### src/rtl/pipe_pkg.sv
// Shared definitions for the per-stage opcode pipeline: opcode values,
// instruction field positions, the stage record and the pipeline FSM states.
package pipe_pkg;

   // Opcode map
   localparam logic [3:0] OP_NOP   = 4'b0000;
   localparam logic [3:0] OP_ATYPE = 4'b0001;
   localparam logic [3:0] OP_AND   = 4'b0010;
   localparam logic [3:0] OP_OR    = 4'b0011;
   localparam logic [3:0] OP_LBU   = 4'b0100;
   localparam logic [3:0] OP_SB    = 4'b0101;
   localparam logic [3:0] OP_LW    = 4'b0110;
   localparam logic [3:0] OP_SW    = 4'b0111;
   localparam logic [3:0] OP_JMP   = 4'b1011;
   localparam logic [3:0] OP_BLT   = 4'b1100;
   localparam logic [3:0] OP_BGT   = 4'b1101;
   localparam logic [3:0] OP_BEQ   = 4'b1110;
   localparam logic [3:0] OP_HALT  = 4'b1111;

   // Opcode injected whenever a bubble enters a stage
   localparam logic [3:0] NOP_OP   = OP_NOP;

   // Field layout of a 16-bit instruction
   localparam int OP_MSB = 15;
   localparam int OP_LSB = 12;
   localparam int RA_MSB = 11;
   localparam int RA_LSB = 8;
   localparam int RB_MSB = 7;
   localparam int RB_LSB = 4;
   localparam int FN_MSB = 3;
   localparam int FN_LSB = 0;

   typedef struct packed {
      logic [3:0] opcode;
      logic [3:0] ra;
      logic [3:0] rb;
      logic [3:0] funct;
   } stage_rec_t;

   typedef enum logic [1:0] {
      RUN    = 2'd0,
      DRAIN  = 2'd1,
      HALTED = 2'd2
   } pipe_state_t;

   localparam stage_rec_t NOP_REC = '{opcode: NOP_OP, ra: 4'd0, rb: 4'd0, funct: 4'd0};

   // Split a fetched instruction into its stage record
   function automatic stage_rec_t decode_instr(input logic [15:0] instr);
      stage_rec_t r;
      r.opcode = instr[OP_MSB:OP_LSB];
      r.ra     = instr[RA_MSB:RA_LSB];
      r.rb     = instr[RB_MSB:RB_LSB];
      r.funct  = instr[FN_MSB:FN_LSB];
      return r;
   endfunction

endpackage

### src/rtl/load_use_detect.sv
// Load-use interlock detector: flags when the load in EX writes a register
// that the instruction in ID reads. Register 0 never creates a dependency.
module load_use_detect
   import pipe_pkg::*;
(
   input  logic [3:0] ex_opcode,
   input  logic [3:0] ex_ra,
   input  logic [3:0] id_ra,
   input  logic [3:0] id_rb,
   output logic       stall_req
);

   logic ex_is_load;

   // Compare the EX destination against both ID source fields
   always_comb begin
      ex_is_load = (ex_opcode == OP_LBU) || (ex_opcode == OP_LW);
      stall_req  = ex_is_load && (ex_ra != 4'd0) &&
                   ((ex_ra == id_ra) || (ex_ra == id_rb));
   end

endmodule

### src/rtl/stage_opcode_pipe.sv
// Per-stage opcode pipeline (ID/EX/MEM/WB) with bubble insertion for
// load-use stalls, taken-branch flushes and HALT drain/freeze.
// Optional feature macro: HAZARD_STALL_EN enables the load-use interlock;
// without it software must schedule load delay slots.
module stage_opcode_pipe
   import pipe_pkg::*;
#(
   parameter int INSTR_W = 16
) (
   input  logic               clk,
   input  logic               reset,
   input  logic [INSTR_W-1:0] instr_if,
   input  logic               instr_valid,
   input  logic               branch_taken,
   output logic [3:0]         opcode_id,
   output logic [3:0]         opcode_ex,
   output logic [3:0]         opcode_mem,
   output logic [3:0]         opcode_wb,
   output logic [3:0]         funct_wb,
   output logic [3:0]         ra_ex,
   output logic               pc_hold,
   output logic               halted
);

   stage_rec_t  id_p0, ex_p1, mem_p2, wb_p3;
   stage_rec_t  id_n, ex_n, mem_n, wb_n;
   pipe_state_t state, state_n;
   logic        stall_req;
   logic        drain;
   logic        frozen;
   logic        wb_unused;

   assign drain  = (state == DRAIN);
   assign frozen = (state == HALTED);

`ifdef HAZARD_STALL_EN
   load_use_detect u_load_use_detect (
      .ex_opcode (ex_p1.opcode),
      .ex_ra     (ex_p1.ra),
      .id_ra     (id_p0.ra),
      .id_rb     (id_p0.rb),
      .stall_req (stall_req)
   );
`else
   assign stall_req = 1'b0;
`endif

   // Next stage contents: freeze > flush > load-use bubble > normal advance
   always_comb begin
      id_n  = id_p0;
      ex_n  = ex_p1;
      mem_n = mem_p2;
      wb_n  = wb_p3;
      if (!frozen) begin
         wb_n  = mem_p2;
         mem_n = ex_p1;
         if (branch_taken) begin
            id_n = NOP_REC;
            ex_n = NOP_REC;
         end else if (stall_req) begin
            ex_n = NOP_REC;
         end else begin
            ex_n = id_p0;
            id_n = (drain || !instr_valid) ? NOP_REC : decode_instr(instr_if);
         end
      end
   end

   // ---- stage boundary: ID -> EX -> MEM -> WB registers ----
   // Advance the stage records every cycle with the values chosen above
   always_ff @(posedge clk) begin
      if (reset) begin
         id_p0  <= NOP_REC;
         ex_p1  <= NOP_REC;
         mem_p2 <= NOP_REC;
         wb_p3  <= NOP_REC;
      end else begin
         id_p0  <= id_n;
         ex_p1  <= ex_n;
         mem_p2 <= mem_n;
         wb_p3  <= wb_n;
      end
   end

   // FSM state register
   always_ff @(posedge clk) begin
      if (reset) state <= RUN;
      else       state <= state_n;
   end

   // Next state follows where HALT sits after this edge; HALTED is terminal
   always_comb begin
      state_n = state;
      case (state)
         HALTED: state_n = HALTED;
         default: begin
            if (wb_n.opcode == OP_HALT)
               state_n = HALTED;
            else if ((id_n.opcode == OP_HALT) || (ex_n.opcode == OP_HALT) ||
                     (mem_n.opcode == OP_HALT))
               state_n = DRAIN;
            else
               state_n = RUN;
         end
      endcase
   end

   // Fetch hold: always while frozen; a taken branch redirects fetch instead
   always_comb begin
      halted  = frozen;
      pc_hold = frozen || (!branch_taken && (drain || stall_req));
   end

   assign opcode_id  = id_p0.opcode;
   assign opcode_ex  = ex_p1.opcode;
   assign opcode_mem = mem_p2.opcode;
   assign opcode_wb  = wb_p3.opcode;
   assign funct_wb   = wb_p3.funct;
   assign ra_ex      = ex_p1.ra;

   // Register fields of the WB record have no consumer downstream
   assign wb_unused = ^{wb_p3.ra, wb_p3.rb};

endmodule

### config.mk
export PLATFORM = sky130hd
export DESIGN_NAME = stage_opcode_pipe
export DESIGN_NICKNAME = d
export VERILOG_FILES = /design/src/rtl/pipe_pkg.sv /design/src/rtl/load_use_detect.sv /design/src/rtl/stage_opcode_pipe.sv
export SDC_FILE = /design/constraint.sdc
export NUM_CORES = 1
export LEC_CHECK = 0
export BUFFER_PORTS_ARGS = -buffer_cell sky130_fd_sc_hd__buf_2
export CAP_MARGIN = 10
export CORE_MARGIN = 3
export CORE_UTILIZATION = 29
export CTS_CLUSTER_SIZE = 40
export DETAILED_ROUTE_END_ITERATION = 8
export SLEW_MARGIN = 10
export SYNTH_ARGS = -nofsm -noshare
export SYNTH_HDL_FRONTEND = slang
export SYNTH_SLANG_ARGS = --single-unit
### constraint.sdc
create_clock -name clk -period 1.5 [get_ports clk]
set_input_delay 0.3 -clock clk [delete_from_list [all_inputs] [get_ports clk]]
set_output_delay 0.3 -clock clk [all_outputs]
set_load 0.02 [all_outputs]
---- Yosys cells after proc, flatten, opt, wreduce, memory -nomap -nowiden ----
Cells that the tools add are included.
storage, ports and cells
  word-level logic and storage cells ...... 42
  register bits ........................... 66
cells by class
  mux-type cells .......................... 10
  reduce and logical (&&, ||, !) cells .... 8
  equality and inequality tests ........... 6
operator list
  kind                  number
  $mux W16              7
  $eq A4 B4 Y1 const B  4
  $logic_or A1 B1 Y1    4
  $mux W2               2
  $reduce_or A3 Y1      1
  $eq A2 B1 Y1 const B  1
  $eq A2 B2 Y1 const B  1
  $logic_not A1 Y1      2
  $logic_and A1 B1 Y1   1
  $mux W1               1

---- Depth between registers and ports, before layout ----
  word-level depth ........................ 11
  mapped depth ............................ 5
  depth with buffers taken out ............ 5

---- Worst setup path before layout ----
Ideal clock, no wire load.
  path kind ............................... reg-to-output
  start ................................... reg state[0]
  end ..................................... out pc_hold
  required time ........................... 1.200 ns
  stages on the path, launching flop included .. 4
  slack ................................... 0.156 ns
  data arrival time ....................... 1.044 ns
  cells stage by stage .................... dfxtp_1 -> nand2b_2 -> clkbuf_1 -> o21ai_0
on the way
  cells in the longest elaborated chain, start to end .. 3
RTL lines
  what                    RTL line                  source
  from (decl)             stage_opcode_pipe.sv:27   pipe_state_t state, state_n;
  from (signal assigned)  stage_opcode_pipe.sv:88   else state <= state_n;
  $eq A2 B1 Y1            stage_opcode_pipe.sv:33   assign drain = (state == DRAIN);
  $logic_and A1 B1 Y1     stage_opcode_pipe.sv:111  pc_hold = frozen || (!branch_taken && (drain || stall_req));
  $logic_or A1 B1 Y1 *    stage_opcode_pipe.sv:111
  to (decl)               stage_opcode_pipe.sv:21   output logic pc_hold,
Every way passes the cells marked *; elsewhere a longest branch is shown, timed or not.

---- Worst setup path after layout ----
  start ................................... reg state[1]
  end ..................................... out pc_hold
The elaborated chain is that of the path after synthesis.

==> run_summary.xml <==
<?xml version="1.0" encoding="UTF-8"?>
<metrics>
  <group name="placed_design">
    <metric name="routabilityCongestion" unit="">0.737</metric>
    <metric name="numPlacedInstances" unit="">291</metric>
    <metric name="dpl_hpwl" unit="um">2610</metric>
    <metric name="pre_cts_slack" unit="ns">-0.00366</metric>
    <metric name="buffer_ports.inserted" unit="">41</metric>
  </group>
  <group name="floorplanning">
    <metric name="die_width" unit="um">81.9</metric>
    <metric name="core" unit="mm2">0.00554</metric>
    <metric name="num_io_pins" unit="">46</metric>
    <metric name="fp.dieH" unit="um">81.9</metric>
    <metric name="rows" unit="">27</metric>
    <metric name="area_enclosed_by_the_die_boundary" unit="mm2">0.00671</metric>
    <metric name="start_util" unit="%">30.1</metric>
  </group>
  <group name="setup_path">
    <metric name="crit_path_start_kind" unit="">flop</metric>
    <metric name="timing_worst_setup_path_type" unit="">reg -&gt; out</metric>
    <metric name="worst-endpoint-arrival" unit="ns">1.13</metric>
    <metric name="worstPathRequired" unit="ns">1.20</metric>
    <metric name="path_max_fanout" unit="">3</metric>
    <metric name="critical_path.endpoint_type" unit="">output pin</metric>
    <metric name="reg2regPathDepth" unit="">6</metric>
  </group>
  <group name="timing">
    <metric name="finalMaxSlewViolations" unit="">0</metric>
    <metric name="maxClockFrequency" unit="MHz">699</metric>
    <metric name="skew" unit="ns">0.00453</metric>
    <metric name="min_period_over_period" unit="%">95.4</metric>
    <metric name="fin_setup_tns" unit="ns">0</metric>
    <metric name="setup_viol" unit="">0</metric>
    <metric name="shortest_period_the_worst_path_allows" unit="ns">1.43</metric>
    <metric name="worst_slew_margin_rel" unit="%">67.2</metric>
    <metric name="timing_worst_slew_pin_value" unit="ns">0.491</metric>
    <metric name="finalHoldViolCount" unit="">0</metric>
    <metric name="setup_ws" unit="ns">0.0695</metric>
  </group>
  <group name="yosys">
    <metric name="synth_simple_gate_area_share" unit="%">22.9</metric>
    <metric name="synth-warning-count" unit="">0</metric>
    <metric name="post_synth_main_area_contributors" unit="">dfxtp_1 50%, nand2_1 10%, a21oi_1 8.7%, buf_4 7.2%, a22oi_1 5.4%</metric>
    <metric name="synthCells" unit="">200</metric>
    <metric name="yosys.area_share.adder" unit="%">0</metric>
    <metric name="postSynthRegisterBits" unit="">42</metric>
    <metric name="yosysMostFrequentCell" unit="">nand2_1</metric>
    <metric name="synth_nets" unit="">220</metric>
    <metric name="yosysTopAreaCell" unit="">dfxtp_1</metric>
    <metric name="synth.mux.area_fraction" unit="%">0</metric>
    <metric name="synth.top_cells.by_count" unit="">46 x nand2_1, 42 x dfxtp_1, 29 x a21oi_1, 16 x buf_4, 14 x nor2_1</metric>
    <metric name="synth-edff-count" unit="">0</metric>
    <metric name="synth_top_flop_cell" unit="">dfxtp_1</metric>
    <metric name="synth.avg_cell_area" unit="um2">8.35</metric>
    <metric name="synth_seq_area_share" unit="%">50.3</metric>
    <metric name="combinational_family_with_the_most_area_after_synthesis" unit="">simple AND/OR/NAND/NOR gates</metric>
    <metric name="synth_compound_area_share" unit="%">15.3</metric>
    <metric name="postSynth.asyncResetShare" unit="%">0</metric>
    <metric name="synth_area_in_xor_xnor" unit="%">0.524</metric>
    <metric name="synthesis.area" unit="mm2">0.00167</metric>
    <metric name="synth_top_cell_area_share" unit="%">50.3</metric>
    <metric name="synth_cell_type_count" unit="">20</metric>
  </group>
  <group name="cts">
    <metric name="ctsHtreeMaxLevel" unit="">2</metric>
    <metric name="clk-insertion-delay-late" unit="ns">0.29</metric>
    <metric name="cts_hold_repair.buffers" unit="">0</metric>
    <metric name="buffer_type_at_the_clock_tree_root" unit="">clkbuf_8</metric>
    <metric name="cts_max_path_buffers" unit="">2</metric>
    <metric name="cts_tree" unit="">done</metric>
    <metric name="clkTransAtPathRegs" unit="ns">0.08</metric>
    <metric name="cts_sinks" unit="">42</metric>
    <metric name="cts_inserted_buffers" unit="">5</metric>
  </group>
  <group name="min_path">
    <metric name="hold_path_class" unit="">in -&gt; reg</metric>
    <metric name="number_of_instances_on_the_worst_hold_path" unit="">3</metric>
  </group>
  <group name="detailed_routing">
    <metric name="drtIter0Drc" unit="">40</metric>
    <metric name="route.final.wire_length" unit="um">3650</metric>
    <metric name="dr_wl_cell" unit="um">12.0</metric>
    <metric name="route.vias.total" unit="">1373</metric>
    <metric name="drc" unit="">0</metric>
    <metric name="viasPerCell" unit="">4.52</metric>
    <metric name="route.antenna.remaining_nets" unit="">0</metric>
    <metric name="firstDrtPassIters" unit="">4</metric>
  </group>
  <group name="job">
    <metric name="maxCapViolations" unit="">0</metric>
  </group>
  <group name="global_routing">
    <metric name="overall_fraction_of_global_route_tracks_in_use" unit="%">12.0</metric>
    <metric name="global_route_wire_length_before_repair" unit="um">6200</metric>
    <metric name="grt_start_max_net_pins" unit="">25</metric>
    <metric name="antenna_found_initial" unit="">0</metric>
    <metric name="grt-ovfl-total" unit="">0</metric>
    <metric name="grt_pass1_vias" unit="">1284</metric>
  </group>
  <group name="pwr">
    <metric name="vdd_ir_drop_max" unit="V">0.000444</metric>
    <metric name="cellInternalPower" unit="uW">1660</metric>
    <metric name="power.sequential.fraction" unit="%">54.0</metric>
    <metric name="pwr_density_cell" unit="mW/mm2">1040</metric>
    <metric name="p_clk_share" unit="%">41.2</metric>
    <metric name="netSwitchingPower" unit="uW">444</metric>
    <metric name="combPwrFrac" unit="%">4.8</metric>
    <metric name="swShare" unit="%">21.1</metric>
    <metric name="p_leak" unit="uW">0.000825</metric>
    <metric name="finalPower" unit="uW">2110</metric>
  </group>
  <group name="final_layout">
    <metric name="post_layout_nonfiller_instances" unit="">304</metric>
    <metric name="fillCellCount" unit="">604</metric>
    <metric name="num_antenna_cells" unit="">0</metric>
    <metric name="finish.net_count" unit="">251</metric>
    <metric name="area_growth_syn_to_layout" unit="%">21.0</metric>
    <metric name="layout-drive-gt1-share" unit="%">28.4</metric>
  </group>
  <group name="run_status">
    <metric name="run_status" unit="">finished, final reports clean</metric>
  </group>
</metrics>
## flip-flops by register name, summed over array words and instances, names as in the netlist
name / count
funct_wb: 4
ra_ex: 4
opcode_ex: 4
opcode_mem: 4
opcode_wb: 4
mem_p2: 4
state: 2
id_p0: 8
ex_p1: 4
opcode_id: 4
## layer usage
metal	track usage, %	up-vias	wire length (um)
met3	3.40	7	214
met5	0	-	0
met1	17.5	604	1930
li1	-	720	-
met2	16.2	42	1460
met4	4.98	0	48
## cell type report
type,instances,area [um2],area share (%)
Clock buffer,5,68.8,3.40
Inverter,1,6.26,0.309
Clock inverter,3,40.0,1.98
Tap cell,72,90.1,4.46
Timing Repair Buffer,54,315,15.6
Sequential cell,42,841,41.6
Multi-Input combinational cell,127,661,32.7
## path summary, 6_finish.rpt
path                             from                  endpoint  slack (ns)
max               state[1]$_SDFF_PP0_                   pc_hold        0.07
min                       instr_if[0]     id_p0[0]$_SDFFE_PP0N_        0.24
max reg2reg       state[0]$_SDFF_PP0_       state[0]$_SDFF_PP0_        0.11
min reg2reg  funct_wb[1]$_SDFFE_PP0N_  funct_wb[1]$_SDFFE_PP0N_        0.45
## worst max-delay path, stage by stage, from the launching register on
cell and delay, ns:
dfxtp_1 0.36, nand2b_1 0.15, o21ai_0 0.15, buf_2 0.19
## placed cells by master, fill, tap and decap left out
master      n
a21oi_1    29
a22oi_1    12
a311oi_1    1
and3_1      2
buf_12      1
buf_2      41
buf_4      12
bufinv_16   1
clkbuf_8    5
clkinv_2    2
dfxtp_1    42
inv_4       1
nand2_1    46
nand2b_1    2
nand2b_4    1
nand3b_1   11
nand4_1     3
nor2_1     13
nor2_2      1
nor3_1      2
nor3b_4     1
o21ai_0     1
o22ai_1     1
xor2_1      1
## logic make-up after synthesis
| family | count (synthesis) |
|---|---|
| AOI/OAI and AO/OA | 44 |
| xor gates and xnor gates | 1 |
| buffers and inverters | 31 |
| DFF | 42 |
| and+or+nand+nor | 82 |
## per-stage QoR
stage | util [%] | instance area, um2 | hold slack, ns
6_report | 36.5 | 2020 | 0.240
5_1_grt | 36.5 | 2020 | 0.254
4_1_cts | 36.0 | 1990 | 0.231
3_5_place_dp | 33.3 | 1850 | 0.440
3_3_place_gp | 33.3 | 1850 | 0.435
2_1_floorplan | - | 1670 | 0.432
## power groups by stage
stage | Clock, uW | Combinational (uW) | Sequential (uW)
CTS | 902 | 101 | 1140
detailed placement | 0 | 100 | 1160
floorplan | 0 | 62.5 | 1160
global placement | 0 | 100 | 1160
finish | 867 | 101 | 1140
global route | 944 | 115 | 1140
## repair_timing
action	4_1_cts	5_1_grt
resized for setup	1	3
setup buffers	3	2
endpoints found under the setup margin	1	15
Power figures use the tool's default switching activity.
